[config.mk]
export PLATFORM = sky130hd
export DESIGN_NAME = mod_counter
export DESIGN_NICKNAME = d
export VERILOG_FILES = /design/src/rtl/mod_counter.sv
export SDC_FILE = /design/constraint.sdc
export NUM_CORES = 1
export LEC_CHECK = 0
export CORE_UTILIZATION = 54
export CTS_CLUSTER_SIZE = 30
export DETAILED_ROUTE_END_ITERATION = 16
export HOLD_SLACK_MARGIN = 0.02
export PLACE_DENSITY = 0.86
export SLEW_MARGIN = 0
export SYNTH_ARGS = -nofsm -noshare
export SYNTH_HDL_FRONTEND = slang
export SYNTH_SLANG_ARGS = --single-unit
[constraint.sdc]
create_clock -name clk -period 5.85 [get_ports clk]
set_input_delay 0.585 -clock clk [delete_from_list [all_inputs] [get_ports clk]]
set_output_delay 0.585 -clock clk [all_outputs]
set_load 0.05 [all_outputs]
[src/rtl/mod_counter.sv]
// Parametrised modulo counter with prescaler, up/down, load/clear and wrap-or-saturate.
// Optional compare output (cmp_val/match) is enabled by defining MOD_COUNTER_CMP_EN.
module mod_counter #(
  parameter int unsigned     WIDTH    = 16,
  parameter longint unsigned MAX_VAL  = 64'hFFFF,
  parameter int unsigned     PRESCALE = 1,
  parameter bit              SATURATE = 1'b0
) (
  input  logic             clk,
  input  logic             reset,
  input  logic             en,
  input  logic             up_down,
  input  logic             clear,
  input  logic             load,
  input  logic [WIDTH-1:0] load_val,
`ifdef MOD_COUNTER_CMP_EN
  input  logic [WIDTH-1:0] cmp_val,
  output logic             match,
`endif
  output logic [WIDTH-1:0] num,
  output logic             ovf
);

  localparam int unsigned       PRE_W    = (PRESCALE > 1) ? $clog2(PRESCALE) : 1;
  localparam logic [WIDTH-1:0]  MAX_W    = WIDTH'(MAX_VAL);
  localparam logic [PRE_W-1:0]  PRE_LAST = PRE_W'(PRESCALE - 1);

  // Reject parameter sets that cannot be represented.
  generate
    if (WIDTH == 0 || WIDTH > 64) begin : g_bad_width
      $error("mod_counter: WIDTH must be in 1..64");
    end
    if (WIDTH < 64 && MAX_VAL >= (64'd1 << WIDTH)) begin : g_bad_max
      $error("mod_counter: MAX_VAL must be below 2**WIDTH");
    end
    if (PRESCALE < 1) begin : g_bad_pre
      $error("mod_counter: PRESCALE must be at least 1");
    end
  endgenerate

  logic [PRE_W-1:0] pre_cnt;
  logic [PRE_W-1:0] pre_d;
  logic [WIDTH-1:0] num_d;
  logic             ovf_d;

  // Next-state: clear > load > enabled prescale/step; reset lives in the register.
  always_comb begin
    num_d = num;
    pre_d = pre_cnt;
    ovf_d = 1'b0;
    if (clear) begin
      num_d = '0;
      pre_d = '0;
    end else if (load) begin
      num_d = (load_val > MAX_W) ? MAX_W : load_val;
      pre_d = '0;
    end else if (en) begin
      if (pre_cnt != PRE_LAST) begin
        pre_d = pre_cnt + PRE_W'(1);
      end else begin
        pre_d = '0;
        if (up_down) begin
          if (num == MAX_W) begin
            ovf_d = 1'b1;
            if (!SATURATE) num_d = '0;
          end else begin
            num_d = num + WIDTH'(1);
          end
        end else begin
          if (num == '0) begin
            ovf_d = 1'b1;
            if (!SATURATE) num_d = MAX_W;
          end else begin
            num_d = num - WIDTH'(1);
          end
        end
      end
    end
  end

  always_ff @(posedge clk) begin
    if (reset) begin
      num     <= '0;
      pre_cnt <= '0;
      ovf     <= 1'b0;
    end else begin
      num     <= num_d;
      pre_cnt <= pre_d;
      ovf     <= ovf_d;
    end
  end

`ifdef MOD_COUNTER_CMP_EN
  // Compare against the next count so match lines up with num.
  always_ff @(posedge clk) begin
    if (reset) begin
      match <= 1'b0;
    end else begin
      match <= (num_d == cmp_val);
    end
  end
`endif

endmodule

## Word-level counts from Yosys, hierarchy flattened

Cells that the tools add are included.

| storage, ports and cells | value |
|---|---|
| register bits after elaboration | 18 |
| latch bits | 0 |
| RAM bits | 0 |
| ROM bits | 0 |
| input bits | 22 |
| output and inout port bits | 17 |
| word-level logic and storage cells | 27 |
| memories kept | 0 |

| cells by class | value |
|---|---|
| add/sub/neg operators | 3 |
| multipliers | 0 |
| divide/modulo/power cells | 0 |
| order comparisons | 1 |
| equal/unequal tests | 2 |
| shifts and indexed selects | 0 |
| multiplexer cells | 11 |
| bitwise logic cells | 1 |
| reductions and logical operators | 6 |

Operator list:

| cell | number |
|---|---|
| 16-bit two-way mux | 7 |
| 16-bit by 1-bit adder with 16-bit output, second input constant | 1 |
| 16-bit equality test, second input constant | 1 |
| 16-bit > comparator, second input constant | 1 |
| 16-bit zero test | 1 |
| 16-bit by 1-bit subtractor with 16-bit output, second input constant | 1 |
| 5-bit OR reduction | 1 |
| 1-bit two-way mux | 4 |
| 3-bit OR reduction | 1 |
| 2-bit != test, second input constant | 1 |
| 2-bit AND reduction | 1 |
| 2-bit nonzero test | 1 |
| 2-bit OR reduction | 1 |
| 1-bit adder, second input constant | 1 |
| 1-bit inverter | 1 |

## Logic depth before layout (Yosys ltp)

| logic depth | value |
|---|---|
| word-level depth | 6 |
| gate-level depth with buffers | 9 |
| mapped depth without buffers | 8 |

## Worst setup path after synthesis

OpenSTA, ideal clock, no wires.

| timing path | value |
|---|---|
| path type | register -> register |
| from | register num[1] |
| to | register num[14] |
| setup time | 0.080 ns |
| arrival | 2.415 ns |
| required time | 5.770 ns |
| setup slack | 3.355 ns |
| cell stages (with the launch flop) | 8 |
| path buffers | 0 |
| period minus slack after synthesis | 2.495 ns |
| cell sequence | dfxtp_1 > ha_1 > nand3_4 > or4_4 > or3_1 > o41ai_2 > xnor2_1 > a211oi_2 |

| between the ends | value |
|---|---|
| longest elaborated chain between the ends | 6 |
| elaborated cells on any way between the ends | 10 |
| those cells by class | add/sub: 2; eq/ne: 1; mux: 6; reduce/logical: 1 |

Ends and longest elaborated chain:

| what | line | source |
|---|---|---|
| from (decl) | 20 | `output logic [WIDTH-1:0] num,` |
| from (signal assigned) | 87 | `num <= num_d;` |
| 16-bit by 1-bit subtractor with 16-bit output (tied with other cells) | 74 | `num_d = num - WIDTH'(1);` |
| 16-bit two-way mux (on tied branches) | 70, 63 |  |
| 16-bit two-way mux (*) | 62 | `if (up_down) begin` |
| 16-bit two-way mux (*) | 58 | `if (pre_cnt != PRE_LAST) begin` |
| 16-bit two-way mux (*) | 57 | `end else if (en) begin` |
| 16-bit two-way mux (*) | 54 | `end else if (load) begin` |

Every way passes the cells marked *; elsewhere a longest branch is shown, timed or not. The select of a mux whose other input is x is not followed.
A chain may end at the register's enable or synchronous reset.

## Final worst setup path

| timing path | value |
|---|---|
| from | input up_down |
| to | register num[14] |

| between the ends | value |
|---|---|
| longest elaborated chain between the ends | 4 |

Ends and longest elaborated chain:

| what | line | source |
|---|---|---|
| from (decl) | 12 | `input logic up_down,` |
| 16-bit two-way mux | 62 |  |
| 16-bit two-way mux | 58 |  |
| 16-bit two-way mux | 57 |  |
| 16-bit two-way mux | 54 |  |

No other way between the ends. The select of a mux whose other input is x is not followed.

==> impl_summary.log <==
INFO  metric cp_slowest_cell = clkdlybuf4s50_1
INFO  metric min-delay-path-class = flip-flop to flip-flop
INFO  metric maximum_number_of_pins_on_one_net_before_global_route_repair = 41
INFO  metric boundaryPins = 39
INFO  metric synth_area_per_cell = 7.25 sq um
INFO  metric clock_insertion_delay_worst_skew = 300 ps
INFO  metric ys_ff_latch = 17
INFO  metric hpwl = 3110 um
INFO  metric hold_path_startpoint = num[15]
INFO  metric setup.worst_path.end_class = flip-flop
INFO  metric fp.dieW = 56.6 um
INFO  metric worst-setup-path-type = input port to flip-flop
INFO  metric groute.usage.overall = 0.288
INFO  metric max-vdd-ir-drop = 196 uV
INFO  metric synth-edff-count = 0
INFO  metric critical_path.n_buffers_inverters = 2
INFO  metric p_leak = 0.674 nW
INFO  metric ys_async_sr_fraction = 0
INFO  metric core = 2780 sq um
INFO  metric setup_ws = 2780 ps
INFO  metric final_period_minus_worst_setup_slack = 3070 ps
INFO  metric routedWlPerCell = 16.0 um
INFO  metric max-slew-margin-rel = 0.528
INFO  metric totalPowerFinal = 0.000341 W
INFO  metric power_density = 174 nW/um^2
INFO  metric vias = 1,864
INFO  metric post_layout_nonfiller_instances = 276
INFO  metric post_synth_inst_count = 222
INFO  metric htree_levels = 1
INFO  metric synth-seq-area-share = 0.212
INFO  metric count_of_max_cap_constraint_violations = 0
INFO  metric netlist-cell-type-count = 54
INFO  metric status = finished clean
INFO  metric area_enclosed_by_the_die_boundary = 3200 sq um
INFO  metric clk_sinks = 17
INFO  metric crit_cells = 7
INFO  metric number_of_placed_instances_taps_included = 272
INFO  metric detail_route.first_pass.iterations = 5
INFO  metric net_count_after_synthesis = 247
INFO  metric area_delta_synth_final = 22.3%
INFO  metric timing.critical_path.fanout_max = 18
INFO  metric place.port_buffers = 38
INFO  metric cts_setup_buffers = 0
INFO  metric worst-endpoint-required = 6070 ps
INFO  metric crit_path_cell_trace = clkdlybuf4s50_1 -> inv_1 -> or4_4 -> or3_1 -> o41ai_2 -> xnor2_1 -> a211oi_2
INFO  metric global_route_wire_length_before_repair = 7350 um
INFO  metric ys.flop_type = dfxtp_1
INFO  metric worstReg2RegEnd = num[14]
INFO  metric setup.worst_path.start_class = input port
INFO  metric setup.reg_to_reg.worst_slack = 3440 ps
INFO  metric hold_violations = 0
INFO  metric final_nets = 271
INFO  metric timing.clock.skew = 5.88 ps
INFO  metric grt_antenna_before_repair = 0
INFO  metric final_layout_size_suffix_gt1_frac = 0.0653
INFO  metric slowest_delay = 890 ps
INFO  metric floorplan.initialDensity = 0.578
INFO  metric unrepaired_setup_endpoints_after_global_routing = false
INFO  metric postCtsResizedCells = 0
INFO  metric finalSetupViolCount = 0
INFO  metric clockRootBuffer = clkbuf_4
INFO  metric routed_via_density = 6.75
INFO  metric worst_pin_slew = 708 ps
INFO  metric mappedNetlistArea = 1610 sq um
INFO  metric r2r.worst_path.cells = 7
INFO  metric post-route-drc-count = 0
INFO  metric n_fill_cell = 235
INFO  metric number_of_nets_with_antenna_violations_after_detailed_routing = 0
INFO  metric diodes = 0
INFO  metric critical-path-top-delay-family = buffers and inverters
INFO  metric multi_input_area = 1130 sq um
INFO  metric final_min_period_over_clock_period = 0.524
INFO  metric cp_data_arrival_time = 3290 ps
INFO  metric yosys_synthesis_warning_count = 0
INFO  metric drt_iter0_drc = 131
INFO  metric final-max-slew-violation-count = 0
INFO  metric die-height = 56.6 um
INFO  metric clkTransAtPathRegs = 100 ps
INFO  metric whs_path_depth = 2
INFO  metric dp_slack = 2530 ps
INFO  metric layout.core_utilization = 0.708
INFO  metric placement_rows = 19
INFO  metric grt-ovfl-total = 0
INFO  metric worst_reg2reg_startpoint = num[0]
INFO  metric cts-buffers-inserted = 3
INFO  metric area.sequential = 340 sq um
INFO  metric finalWeightedCongestion = 1.00
INFO  metric cts_tree = done
INFO  metric cts_hold_repair.buffers = 0
INFO  metric min_delay_worst_endpoint = num[15]
INFO  metric max-clock-path-buffers = 2
INFO  metric via_count_of_the_first_global_routing_pass = 1,642
INFO  metric tns = 0 ps
INFO  metric finalWirelength = 4410 um
INFO  metric fmax = 326 MHz
state kept, by name, indices dropped and copies added, names as in the netlist:
name	cells
num	16
ovf	1
worst reg2reg max path, cell delays in order, from the launching register on:
cell      delay [ps]
dfxtp_1          530
ha_1             310
nand3_4          140
or4_4            580
or3_1            330
o41ai_2           70
xnor2_1          130
a211oi_2         240
cell type report:
type / instances / share of cell area
Sequential cell: 17 / 0.173
Inverter: 9 / 0.0172
Tap cell: 31 / 0.0197
Clock buffer: 4 / 0.0134
Timing Repair Buffer: 40 / 0.201
Multi-Input combinational cell: 175 / 0.576
synth_stat cells, drive strengths merged, types with 3 or more instances:
cell / number / share of area
or3: 3 / 0.012
inv: 9 / 0.021
a221o: 4 / 0.025
dfxtp: 17 / 0.21
nand4: 6 / 0.033
a211oi: 6 / 0.031
nor3: 14 / 0.044
xnor2: 5 / 0.027
buf: 10 / 0.037
a221oi: 3 / 0.016
o21ai: 7 / 0.022
o221ai: 3 / 0.016
nor4: 6 / 0.027
a31oi: 4 / 0.016
or4: 3 / 0.016
ha: 3 / 0.023
nor2: 22 / 0.051
clkbuf: 11 / 0.026
nand2: 16 / 0.037
xor2: 3 / 0.016
o31ai: 3 / 0.014
a21oi: 21 / 0.065
nand3: 11 / 0.042
report_power, final:
part	total [W]	switching, W	internal, W	leakage, nW
Clock	0.0000671	0.0000405	0.0000266	0.0150
Sequential	0.000137	0.0000152	0.000121	0.139
Combinational	0.000138	0.0000794	0.0000585	0.520
per-layer routing:
metal	up-vias	part of all wire	global-route usage
met3	10	0.10	0.0576
li1	888	-	-
met1	851	0.43	0.392
met4	0	0.012	0.0906
met2	115	0.45	0.454
met5	-	0	0
worst max-delay path by stage:
stage / startpoint / to
after floorplan: num[1] / num[14]
after global placement: up_down / num[14]
after detailed placement: up_down / num[14]
after CTS: up_down / num[14]
after global routing: up_down / num[1]
final: up_down / num[14]
cells in the final DEF (no fill, tap or decap), drive strengths merged, types with 3 or more instances in the layout:
master         count
inv                9
o31ai              3
a31oi              4
a221o              4
or3                3
clkbuf             4
o21ai              7
xnor2              5
a211oi             6
nand2             16
or4                3
nor4               6
a221oi             3
xor2               3
o221ai             3
nor2              22
nor3              14
ha                 3
dfxtp             17
nand3             11
nand4              6
clkdlybuf4s50     38
a21oi             21
logic make-up after synthesis:
logic type | synth area share
AO/OA/AOI/OAI | 0.306
flip-flops | 0.212
buffers and inverters | 0.0840
multiplexers | 0.0124
adder cells (fa/ha/maj) | 0.0233
AND/OR/NAND/NOR | 0.320
XOR/XNOR | 0.0435
through the flow:
| stage | area, sq um | hold slack [ps] |
|---|---|---|
| final | 1970 | 702 |
| after global routing | 1970 | 750 |
| after CTS | 1970 | 697 |
| after detailed placement | 1940 | 682 |
| after global placement | 1940 | 658 |
| after floorplan | 1610 | 718 |
No activity file was read; power rests on OpenSTA's default activity.
